<file path="src/rtl/ballot_input_conditioner.sv">
// Candidate-button conditioner: 2-flop sync + debounce, one-ballot-per-authorisation FSM, ballot tally.
// Optional ARMED idle timeout is compiled in when VOTER_TIMEOUT_EN is defined.
module ballot_input_conditioner #(
   parameter int unsigned DEBOUNCE_CYCLES = 16,
   parameter int unsigned DB_CNT_W        = 5,
   parameter int unsigned TIMEOUT_CYCLES  = 1000,
   parameter int unsigned TO_CNT_W        = 10
) (
   input  logic        clk,
   input  logic        rst,
   input  logic [2:0]  i_btn,
   input  logic        i_voter_arm,
   input  logic        i_voting_over,
   output logic [2:0]  o_cand_pulse,
   output logic        o_ready,
   output logic        o_reject,
   output logic        o_timeout,
   output logic [15:0] o_ballots_cast
);
   localparam int unsigned N_BTN   = 3;
   localparam int unsigned TALLY_W = 16;

   if (DEBOUNCE_CYCLES < 2 || 64'(DEBOUNCE_CYCLES) >= (64'd1 << DB_CNT_W)) begin : g_bad_db_cfg
      $error("DEBOUNCE_CYCLES must be >= 2 and fit in DB_CNT_W");
   end
   if (TIMEOUT_CYCLES < 1 || 64'(TIMEOUT_CYCLES) >= (64'd1 << TO_CNT_W)) begin : g_bad_to_cfg
      $error("TIMEOUT_CYCLES must be >= 1 and fit in TO_CNT_W");
   end

   typedef enum logic [2:0] {
      S_IDLE, S_ARM_WAIT, S_ARMED, S_PRESSED, S_REJ_WAIT, S_CLOSED
   } state_t;

   logic [N_BTN-1:0]    r_sync1;
   logic [N_BTN-1:0]    r_sync2;
   logic [N_BTN-1:0]    r_deb;
   logic [DB_CNT_W-1:0] r_db_cnt [N_BTN];

   state_t              r_state;
   logic [N_BTN-1:0]    r_cand;
   logic [N_BTN-1:0]    r_pulse;
   logic                r_ready;
   logic                r_reject;
   logic                r_timeout;
   logic [TALLY_W-1:0]  r_ballots;

   logic w_deb_zero;
   logic w_deb_one;
   logic w_deb_multi;
   logic w_deb_extra;
   logic w_to_hit;

   // Synchroniser and per-bit debounce: deb follows sync after DEBOUNCE_CYCLES consecutive mismatches
   always_ff @(posedge clk or negedge rst) begin
      if (!rst) begin
         r_sync1 <= '0;
         r_sync2 <= '0;
         r_deb   <= '0;
         for (int i = 0; i < N_BTN; i++) r_db_cnt[i] <= '0;
      end else begin
         r_sync1 <= i_btn;
         r_sync2 <= r_sync1;
         for (int i = 0; i < N_BTN; i++) begin
            if (r_sync2[i] == r_deb[i]) begin
               r_db_cnt[i] <= '0;
            end else if (r_db_cnt[i] == DB_CNT_W'(DEBOUNCE_CYCLES - 1)) begin
               r_deb[i]    <= r_sync2[i];
               r_db_cnt[i] <= '0;
            end else begin
               r_db_cnt[i] <= r_db_cnt[i] + DB_CNT_W'(1);
            end
         end
      end
   end

   assign w_deb_zero  = (r_deb == '0);
   assign w_deb_one   = $onehot(r_deb);
   assign w_deb_multi = !w_deb_zero && !w_deb_one;
   assign w_deb_extra = |(r_deb & ~r_cand);

`ifdef VOTER_TIMEOUT_EN
   logic [TO_CNT_W-1:0] r_to_cnt;

   assign w_to_hit = (r_to_cnt == TO_CNT_W'(TIMEOUT_CYCLES - 1));

   // Idle time in ARMED; held at zero in every other state so entry always starts fresh
   always_ff @(posedge clk or negedge rst) begin
      if (!rst) begin
         r_to_cnt <= '0;
      end else if (r_state == S_ARMED && !w_to_hit) begin
         r_to_cnt <= r_to_cnt + TO_CNT_W'(1);
      end else begin
         r_to_cnt <= '0;
      end
   end
`else
   assign w_to_hit = 1'b0;
`endif

   // Ballot FSM; outputs are registered alongside the state transition that produces them
   always_ff @(posedge clk or negedge rst) begin
      if (!rst) begin
         r_state   <= S_IDLE;
         r_cand    <= '0;
         r_pulse   <= '0;
         r_ready   <= 1'b0;
         r_reject  <= 1'b0;
         r_timeout <= 1'b0;
         r_ballots <= '0;
      end else begin
         r_pulse   <= '0;
         r_reject  <= 1'b0;
         r_timeout <= 1'b0;
         if (i_voting_over) begin
            r_state <= S_CLOSED;
            r_ready <= 1'b0;
         end else begin
            case (r_state)
               S_IDLE: begin
                  if (i_voter_arm) begin
                     if (w_deb_zero) begin
                        r_state <= S_ARMED;
                        r_ready <= 1'b1;
                     end else begin
                        r_state <= S_ARM_WAIT;
                     end
                  end
               end
               S_ARM_WAIT: begin
                  if (w_deb_zero) begin
                     r_state <= S_ARMED;
                     r_ready <= 1'b1;
                  end
               end
               S_ARMED: begin
                  if (w_deb_one) begin
                     r_cand  <= r_deb;
                     r_state <= S_PRESSED;
                     r_ready <= 1'b0;
                  end else if (w_deb_multi) begin
                     r_state  <= S_REJ_WAIT;
                     r_reject <= 1'b1;
                     r_ready  <= 1'b0;
                  end else if (w_to_hit) begin
                     r_state   <= S_IDLE;
                     r_timeout <= 1'b1;
                     r_ready   <= 1'b0;
                  end
               end
               S_PRESSED: begin
                  if (w_deb_extra) begin
                     r_state  <= S_REJ_WAIT;
                     r_reject <= 1'b1;
                  end else if (w_deb_zero) begin
                     r_state <= S_IDLE;
                     r_pulse <= r_cand;
                     if (r_ballots != '1) r_ballots <= r_ballots + TALLY_W'(1);
                  end
               end
               S_REJ_WAIT: begin
                  if (w_deb_zero) begin
                     r_state <= S_ARMED;
                     r_ready <= 1'b1;
                  end
               end
               S_CLOSED: begin
                  r_state <= S_IDLE;
               end
               default: begin
                  r_state <= S_IDLE;
                  r_ready <= 1'b0;
               end
            endcase
         end
      end
   end

   assign o_cand_pulse   = r_pulse;
   assign o_ready        = r_ready;
   assign o_reject       = r_reject;
   assign o_timeout      = r_timeout;
   assign o_ballots_cast = r_ballots;

endmodule

</file>
<file path="config.mk">
export PLATFORM = sky130hd
export DESIGN_NAME = ballot_input_conditioner
export DESIGN_NICKNAME = d
export VERILOG_FILES = /design/src/rtl/ballot_input_conditioner.sv
export SDC_FILE = /design/constraint.sdc
export NUM_CORES = 1
export LEC_CHECK = 0
export ABC_CLOCK_PERIOD_IN_PS = 2600
export BUFFER_PORTS_ARGS = -buffer_cell sky130_fd_sc_hd__buf_4
export CAP_MARGIN = 20
export CORE_MARGIN = 3
export CORE_UTILIZATION = 59
export CTS_BUF_LIST = sky130_fd_sc_hd__clkbuf_4 sky130_fd_sc_hd__clkbuf_8
export CTS_CLUSTER_SIZE = 20
export DETAILED_ROUTE_END_ITERATION = 12
export PLACE_DENSITY = 0.87
export SLEW_MARGIN = 5
export SYNTH_ARGS = -nofsm -noshare
export SYNTH_HDL_FRONTEND = slang
export SYNTH_SLANG_ARGS = --single-unit
</file>
<file path="constraint.sdc">
create_clock -name clk -period 2.6 [get_ports clk]
set_clock_uncertainty 0.05 [all_clocks]
set_input_delay 0.13 -clock clk [delete_from_list [all_inputs] [get_ports clk]]
set_output_delay 0.13 -clock clk [all_outputs]
set_load 0.1 [all_outputs]
</file>
==> results.toml, run 1 <==
[power_and_ir_drop]
p_sw_w = 0.000534
p_sw_share_pct = 31.8
clkPwrFrac_pct = 28.5
p_seq_share_pct = 52.3
internal_power_w = 0.00114
ir_drop_uv = 969
share_comb_of_total_power_pct = 19.1
p_per_area_mw_per_mm2 = 629
leakage_nw = 1.29

[logic_synthesis]
synth_compound_area_share_pct = 7.85
synthFlopType = "dfrtp_1"
postSynthCellCount = 203
synthAdderAreaFrac_pct = 3.05
synth_edf_count = 0
synth_nets = 215
avgSynthCellArea_um2 = 11.3
ys_ff_latch = 51
synth_top_family_by_area = "simple AND/OR/NAND/NOR gates"
synth_cell_types = 44
netlist_area_mm2 = 0.00230
ys_warn_count = 0
yosysSeqAreaShare_pct = 55.6
synth-xor-area-share_pct = 8.77
async_flop_share_pct = 100
synth.area.mux_share_pct = 0.981
synthSimpleGateAreaFrac_pct = 21.0

[sta]
max_slew_margin_pct = 60.1
hold_violations = 0
finalCritPeriodShare_pct = 81.6
tns_ps = 0
slew_violations = 0
setup-violations-final = 0
fin_crit_ps = 2120
rsz0062_at_grt = "no"
worst_pin_slew_ps = 598
fmax_ghz = 0.471

[final_layout]
drive_gt1_share_pct = 19.4
fin_nets = 248
final_cell_mix = "51 x dfrtp_1, 27 x buf_4, 16 x nand2_1, 14 x nor2_1, 13 x xnor2_1"
area_growth_pct = 16.2
num_antenna_cells = 0
multiInputGateArea_um2 = 961
finalInstanceArea_mm2 = 0.00267
final_common_cell = "dfrtp_1"
fillers = 263
seq_area_mm2 = 0.00128

[floorplanning]
die_area_mm2 = 0.00468
initial_core_util_pct = 61.8
dieWidth_um = 68.4
core_area_mm2 = 0.00372
die_h_um = 68.4
io_pins = 29
num_rows = 22

[drt]
drt.antenna.violating_nets = 0
wl_um = 3850
dr.pass1.iters = 4
post-route-drc-count = 0
viasPerCell = 5.49
detail_route.wl_per_cell_um = 13.5
vias = 1565
drtIter0Drc = 86

[clock_network]
clockRootBuffer = "clkbuf_8"
cts_buffers = 5
postCtsSetupRepairBufs = 0
clockBufferDepth = 2
clk_latency_ps = 300
cts.sinks = 51
htreeDepth = 2
cts_tree = "yes"
clk_pin_slew_ps = 80

[global_routing]
antenna_found_initial = 0
grt_pass1_wl_um = 6560
overflow = 0
grt_util_all_layers_pct = 19.1
grt_pass1_vias = 1502
grt_max_degree = 52

[critical_path]
worstPathMaxFanout = 4
cp_slowest_cell = "fa_1"
end_kind = "flip-flop"
critPathRequiredTime_ps = 2740
start_kind = "flip-flop"
worstPathArrival_ps = 2260
slowest_delay_ps = 550
crit_buf_inv = 1
setup.worst_path.class = "flip-flop to flip-flop"
cp_cell_sequence = "inv_1, fa_1, nor3b_1, nor2_1, a311o_1"
cpLargestDelayFamily = "adder cells"

[outcome]
status = "completed"

[worst_hold_path]
min_path_type = "input pin to flip-flop"

[placed_design]
finalWeightedCongestion = 0.797
dpl_cell_area_mm2 = 0.00252
port_buffers = 27
dp_hpwl_um = 2780

[job]
cap_viol_max_count = 0
routing by layer:
| layer | global-route usage, % | vias up | wire length, um |
|---|---|---|---|
| met5 | 0 | - | 0 |
| met4 | 6.95 | 0 | 63 |
| met3 | 6.24 | 9 | 206 |
| met2 | 29.9 | 41 | 1750 |
| met1 | 24.7 | 751 | 1830 |
| li1 | - | 764 | - |
registers in the layout, indices dropped and copies added (netlist names):
register	cells
o_ballots_cast	16
o_cand_pulse	3
o_ready	1
o_reject	1
r_cand	3
r_db_cnt	15
r_deb	3
r_state	3
r_sync1	3
r_sync2	3
power groups by stage:
stage	Combinational, W	Sequential [W]	Clock (W)
detailed placement	0.000318	0.000894	0
global route	0.000341	0.000887	0.000526
global placement	0.000312	0.000893	0
finish	0.000321	0.000879	0.000479
floorplan	0.0000913	0.00104	0
CTS	0.000324	0.000879	0.000491
worst register-to-register path: stages (launching register included):
cell	delay, ps
dfrtp_1	450
inv_1	130
fa_1	550
nor3b_1	400
nor2_1	80
a311o_1	360
area by class of cell:
class	count	share of cell area, %
Inverter	5	0.704
Multi-Input combinational cell	141	36.0
Sequential cell	51	47.8
Tap cell	48	2.25
Clock inverter	1	0.328
Clock buffer	7	3.38
Timing Repair Buffer	32	9.47
path summary, 6_finish.rpt:
path / start / end / slack [ps] / cells after the start
setup / recovery: r_deb[0]$_DFFE_PN0P_ / r_state[2]$_DFFE_PN0P_ / 480 / 5
hold / removal: i_voter_arm / r_state[0]$_DFFE_PN0P_ / 260 / 4
setup reg to reg: r_deb[0]$_DFFE_PN0P_ / r_state[2]$_DFFE_PN0P_ / 480 / 5
hold reg to reg: r_sync1[1]$_DFF_PN0_ / r_sync2[1]$_DFF_PN0_ / 300 / 0
max in group asynchronous: rst / r_state[1]$_DFFE_PN0P_ / 1770 / 2
min in group asynchronous: rst / r_sync2[1]$_DFF_PN0_ / 320 / 2
per-stage QoR:
stage | hold WS (ps) | utilization [%] | setup slack (ps) | std cells | power [W]
after floorplan | -216 | - | 323 | 203 | 0.00113
after global placement | 139 | 67.8 | 632 | 272 | 0.00121
after detailed placement | 139 | 67.8 | 522 | 272 | 0.00121
after CTS | 253 | 71.8 | 504 | 285 | 0.00169
after global routing | 323 | 71.8 | 362 | 285 | 0.00175
final | 263 | 71.8 | 479 | 285 | 0.00168
synthesized netlist by cell type, types with 2 or more instances:
cell type	number	share of area, %
and3_2	2	0.65
o21ai_0	12	2.6
xor2_1	10	3.8
ha_1	4	2.2
xnor2_1	13	5.0
nand3_1	9	2.0
and4_4	2	0.98
nor2b_1	2	0.54
buf_4	2	0.65
and2_1	9	2.5
inv_1	5	0.82
a21oi_1	4	0.87
nor2_1	14	2.3
nand2_1	16	2.6
and3_1	8	2.2
nand2b_1	5	1.4
nand4_1	9	2.5
dfrtp_1	51	56
cell families (layout without fill, tap and decap cells):
kind of cell,count (synthesis),in the layout
buf+inv,11,45
simple gates,85,85
other cells,1,1
flops,51,51
compound gates,25,25
mux,2,2
fa+ha+maj,5,5
xor+xnor,23,23
what timing repair did:
action	in CTS	in global routing
gates resized for setup	0	0
hold buffers	5	0
endpoints found under the hold margin	57	0
endpoints found under the setup margin	0	0
No activity file was read; power rests on OpenSTA's default activity.
==> run 2, diff against run 1 <==
--- a/config.mk
+++ b/config.mk
@@ -5,7 +5,7 @@
 export SDC_FILE = /design/constraint.sdc
 export NUM_CORES = 1
 export LEC_CHECK = 0
-export ABC_CLOCK_PERIOD_IN_PS = 2600
+export ABC_CLOCK_PERIOD_IN_PS = 2100
 export BUFFER_PORTS_ARGS = -buffer_cell sky130_fd_sc_hd__buf_4
 export CAP_MARGIN = 20
 export CORE_MARGIN = 3
==> constraint.sdc (replaced) <==
create_clock -name clk -period 2.1 [get_ports clk]
set_clock_uncertainty 0.05 [all_clocks]
set_input_delay 0.105 -clock clk [delete_from_list [all_inputs] [get_ports clk]]
set_output_delay 0.105 -clock clk [all_outputs]
set_load 0.1 [all_outputs]
==> run 2 against run 1 <==
  * Final cell count grew 2.5%
  * Routed wire length grew 14%
  * First-iteration DRC count grew 86%
  * Global-route usage grew 2.3 points
  * Die area is the same
  * Register-to-register slack lost 310 ps
  * Sequential share of layout area shrank 0.95 points
  * Combinational power grew 29%
  * Flip-flop and latch count is the same
  * Clock-buffer cell count shrank 1
  * Critical endpoint unchanged
  * Largest cell class unchanged
  * Largest power group unchanged
  * Highest routed layer unchanged
==> results.toml, run 2 (synthesis gave the netlist of run 1 again) <==
[global_routing]
grt_max_degree = 52
grt_pass1_vias = 1577
grt_pass1_wl_um = 7240
overflow = 0
antenna_found_initial = 0
grt_util_all_layers_pct = 21.4

[floorplanning]
initial_core_util_pct = 61.8
die_h_um = 68.4
core_area_mm2 = 0.00372
dieWidth_um = 68.4
io_pins = 29
die_area_mm2 = 0.00468
num_rows = 22

[sta]
max_slew_margin_pct = 59.0
fin_crit_ps = 1930
slew_violations = 0
hold_violations = 0
tns_ps = 0
rsz0062_at_grt = "no"
setup-violations-final = 0
finalCritPeriodShare_pct = 91.8
worst_pin_slew_ps = 615
setup_ws_ps = 172
fmax_ghz = 0.519

[critical_path]
start_kind = "flip-flop"
setup.worst_path.class = "flip-flop to flip-flop"
worstPathMaxFanout = 4
path_depth = 6
r2r_setup_slack_ps = 170
worstReg2RegEnd = "r_state[2]$_DFFE_PN0P_"
timing.rr.start = "r_deb[1]$_DFFE_PN0P_"
cp_slowest_cell = "fa_1"
worstPathArrival_ps = 2080
slowest_delay_ps = 590
end_kind = "flip-flop"
r2r_cells = 6
startpoint = "r_deb[1]$_DFFE_PN0P_"
critPathCapture = "r_state[2]$_DFFE_PN0P_"
crit_buf_inv = 1
critPathRequiredTime_ps = 2260
cp_cell_sequence = "inv_1, fa_1, nand3_1, o21ai_0, nand2_1, a311o_1"
cpLargestDelayFamily = "adder cells"

[clock_network]
clockRootBuffer = "clkbuf_8"
cts.sinks = 51
clockBufferDepth = 2
clk_pin_slew_ps = 90
clk_latency_ps = 310
htreeDepth = 2
cts_tree = "yes"
cts_buffers = 5

[final_layout]
instances_no_fill = 292
largest_reg_flops = 16
finalCoreUtilization_pct = 74.2
final_cell_mix = "38 x dfrtp_1, 34 x buf_4, 16 x nand2_1, 14 x nor2_1"
drive_gt1_share_pct = 27.5
area_growth_pct = 20.1
num_antenna_cells = 0
final_common_cell = "dfrtp_1"
fin_nets = 255
finalInstanceArea_mm2 = 0.00276

[power_and_ir_drop]
p_per_area_mw_per_mm2 = 799
ir_drop_uv = 894
leakage_nw = 1.31

[drt]
post-route-drc-count = 0
drt.antenna.violating_nets = 0
viasPerCell = 5.59
drtIter0Drc = 160
vias = 1632
wl_um = 4390
detail_route.wl_per_cell_um = 15.0
dr.pass1.iters = 4

[worst_hold_path]
min_path_type = "input pin to flip-flop"

[placed_design]
place_ws_ps = 105
placedCellCount = 279
dpl_cell_area_mm2 = 0.00259
finalWeightedCongestion = 0.890
port_buffers = 27
dp_hpwl_um = 2930

[outcome]
status = "completed"

[job]
cap_viol_max_count = 0
-- run 2: final cells by class --
class / instances / area [um^2]
sequential: 51 / 1290
multi-input combinational: 141 / 966
fill: 275 / 960
timing repair buffer: 39 / 305
clock buffer: 6 / 76.3
tap: 48 / 60.1
clock inverter: 2 / 37.5
inverter: 5 / 18.8
-- run 2: worst min path at each step --
stage	start	cells past startpoint	slack [ps]	endpoint
after floorplan	rst	0	-240	o_ballots_cast[0]$_DFFE_PN0P_
after global placement	rst	1	120	r_db_cnt[8]$_DFF_PN0_
after detailed placement	rst	1	110	r_db_cnt[8]$_DFF_PN0_
after CTS	i_voter_arm	4	220	r_state[2]$_DFFE_PN0P_
after global routing	i_voter_arm	4	260	r_state[2]$_DFFE_PN0P_
final	i_voter_arm	4	240	r_state[2]$_DFFE_PN0P_
-- run 2: metrics by stage --
stage	hold slack, ps	total power [W]
global route	257	0.00229
floorplan	-241	0.00141
detailed placement	115	0.00151
finish	241	0.00220
global placement	117	0.00150
CTS	223	0.00221
-- run 2: worst min-delay path, delay by kind of cell --
kind | cells | cell delay (ps)
AND/OR/NAND/NOR | 1 | 130
buffers and inverters | 1 | 80
AO/OA/AOI/OAI | 2 | 250
-- run 2: per-layer routing --
layer / share of wire, % / vias to the layer above / GRT usage, %
met5: 0 / - / 0
met4: 2.8 / 0 / 10.9
met3: 5.1 / 10 / 5.58
met2: 48 / 50 / 33.8
met1: 44 / 799 / 27.0
li1: - / 773 / -
-- run 2: repair_timing --
action / 4_1_cts / 5_1_grt
resized for setup: 0 / 2
endpoints found under the hold margin: 58 / 0
setup buffers: 0 / 0
endpoints found under the setup margin: 0 / 6
hold buffers: 5 / 0
-- run 2: report_power, final --
part | leakage (nW) | switching, W | internal (W)
logic | 0.592 | 0.000306 | 0.000108
clock network | 0.0548 | 0.000330 | 0.000369
registers | 0.659 | 0.0000534 | 0.00104
total | 1.31 | 0.000689 | 0.00151
==> run 3, diff against run 2 <==
--- a/config.mk
+++ b/config.mk
@@ -8,12 +8,12 @@
 export ABC_CLOCK_PERIOD_IN_PS = 2100
 export BUFFER_PORTS_ARGS = -buffer_cell sky130_fd_sc_hd__buf_4
 export CAP_MARGIN = 20
-export CORE_MARGIN = 3
 export CORE_UTILIZATION = 59
 export CTS_BUF_LIST = sky130_fd_sc_hd__clkbuf_4 sky130_fd_sc_hd__clkbuf_8
 export CTS_CLUSTER_SIZE = 20
 export DETAILED_ROUTE_END_ITERATION = 12
 export PLACE_DENSITY = 0.87
+export SKIP_CTS_REPAIR_TIMING = 1
 export SLEW_MARGIN = 5
 export SYNTH_ARGS = -nofsm -noshare
 export SYNTH_HDL_FRONTEND = slang
==> constraint.sdc (replaced) <==
create_clock -name clk -period 2.1 [get_ports clk]
set_clock_uncertainty 0.05 [all_clocks]
set_input_delay 0.315 -clock clk [delete_from_list [all_inputs] [get_ports clk]]
set_output_delay 0.315 -clock clk [all_outputs]
set_load 0.1 [all_outputs]
==> run 3 against run 2 <==
  * Register-to-register slack got worse by 40 ps
  * Fmax is 2.2% lower
  * Non-clock buffer count fell by 5
  * The flow now finishes with violations (hold timing)
  * Critical path depth is 1 lower
  * Clock power rose by 0.7%
==> results.toml, run 3 (synthesis gave the netlist of run 1 again) <==
[global_routing]
antenna_found_initial = 0
grt_max_degree = 52
grt_pass1_wl_um = 6910
overflow = 0
grt_util_all_layers_pct = 22.5
grt_pass1_vias = 1498

[floorplanning]
initial_core_util_pct = 62.2
dieWidth_um = 64.4
core_area_mm2 = 0.00369
die_area_mm2 = 0.00414
io_pins = 29
num_rows = 22
die_h_um = 64.4

[drt]
wl_um = 4060
dr.pass1.iters = 4
viasPerCell = 5.52
drtIter0Drc = 122
vias = 1583
drt.antenna.violating_nets = 0
post-route-drc-count = 0
detail_route.wl_per_cell_um = 14.2

[critical_path]
start_kind = "flip-flop"
cp_cell_sequence = "inv_1, fa_1, nor3b_1, nor2_1, a311o_1"
crit_buf_inv = 1
cpLargestDelayFamily = "adder cells"
end_kind = "flip-flop"
critPathRequiredTime_ps = 2250
worstPathMaxFanout = 4
worstPathArrival_ps = 2120
cp_slowest_cell = "fa_1"
slowest_delay_ps = 510
setup.worst_path.class = "flip-flop to flip-flop"

[placed_design]
place_ws_ps = 122
dp_hpwl_um = 2910
placedCellCount = 279
finalWeightedCongestion = 0.978
port_buffers = 27
dpl_cell_area_mm2 = 0.00259

[sta]
tns_ps = 0
fmax_ghz = 0.507
hold_violations = 51
setup-violations-final = 0
rsz0062_at_grt = "no"
slew_violations = 0
finalCritPeriodShare_pct = 93.9
fin_crit_ps = 1970
worst_pin_slew_ps = 614
setup_ws_ps = 129
max_slew_margin_pct = 59.0
finalHoldWorstSlack_ps = -35.7

[final_layout]
finalCoreUtilization_pct = 73.3
num_antenna_cells = 0
final_cell_mix = "39 x dfrtp_1, 34 x buf_4, 16 x nand2_1, 14 x nor2_1, 13 x xnor2_1"
final_common_cell = "dfrtp_1"
drive_gt1_share_pct = 27.2
instances_no_fill = 287
finalInstanceArea_mm2 = 0.00270
fillers = 266
largest_reg_flops = 16
fin_nets = 250
area_growth_pct = 17.7

[power_and_ir_drop]
p_seq_share_pct = 49.6
p_per_area_mw_per_mm2 = 813
leakage_nw = 1.29
p_sw_share_pct = 31.8
p_sw_w = 0.000698
internal_power_w = 0.00150
share_comb_of_total_power_pct = 18.4
clkPwrFrac_pct = 32.0
ir_drop_uv = 864

[job]
cap_viol_max_count = 0

[clock_network]
clk_pin_slew_ps = 100
cts_buffers = 5
htreeDepth = 2
cts_tree = "yes"
cts.sinks = 51
clockRootBuffer = "clkbuf_8"
clk_latency_ps = 310
clockBufferDepth = 2

[outcome]
status = "finished with violations"
violations = "hold timing"

[worst_hold_path]
min_path_type = "input pin to async pin"
-- run 3: cell types whose count changed in the layout (fill, tap and decap cells not counted), sizes merged --
cell / before / now
clkbuf: 6 / 5
clkinv: 0 / 1
clkinvlp: 1 / 0
dlygate4sd3: 5 / 0
inv: 5 / 6
-- run 3: worst paths after layout --
kind	startpoint	end	slack, ps	cells after the start
worst min-delay path	rst	r_db_cnt[5]$_DFF_PN0_	-40	1
worst max register to register	r_deb[1]$_DFFE_PN0P_	r_state[2]$_DFFE_PN0P_	130	5
max in group asynchronous	rst	o_ballots_cast[0]$_DFFE_PN0P_	1590	1
worst max-delay path	r_deb[1]$_DFFE_PN0P_	r_state[2]$_DFFE_PN0P_	130	5
min in group clk	i_btn[1]	r_sync1[1]$_DFF_PN0_	50	1
worst min register to register	r_sync1[2]$_DFF_PN0_	r_sync2[2]$_DFF_PN0_	310	0
-- run 3: through the flow --
stage | hold WS (ps) | total power (W)
finish | -35.7 | 0.00220
global route | 12.0 | 0.00228
CTS | -17.9 | 0.00222
detailed placement | 286 | 0.00152
global placement | 285 | 0.00150
floorplan | -30.6 | 0.00141
-- run 3: power groups by stage --
stage	Combinational, W	Clock [W]	Sequential (W)
after detailed placement	0.000408	0	0.00111
after global placement	0.000398	0	0.00110
after CTS	0.000408	0.000718	0.00109
after global routing	0.000430	0.000753	0.00110
final	0.000404	0.000703	0.00109
after floorplan	0.000113	0	0.00129
-- run 3: final cells by class --
cell class | instances | area (um^2) | share of cell area [%]
Clock buffer | 5 | 68.8 | 2.55
Clock inverter | 3 | 47.5 | 1.76
Inverter | 5 | 18.8 | 0.694
Multi-Input combinational cell | 141 | 961 | 35.6
Sequential cell | 51 | 1290 | 47.8
Tap cell | 48 | 60.1 | 2.22
Timing Repair Buffer | 34 | 255 | 9.44
-- run 3: worst reg2reg max path, delay by kind of cell (launching register included) --
family | cells | cell delay, ps
flip-flops | 1 | 420
adder cells (fa/ha/maj) | 1 | 510
AND/OR/NAND/NOR | 2 | 410
AO/OA/AOI/OAI | 1 | 360
buffers and inverters | 1 | 90
-- run 3: per-layer routing --
layer	track usage (%)	vias up	share of wire, %
met5	0	-	0
met4	9.17	0	1.5
met3	6.07	6	4.5
met2	36.7	39	50
met1	28.3	772	44
li1	-	766	-
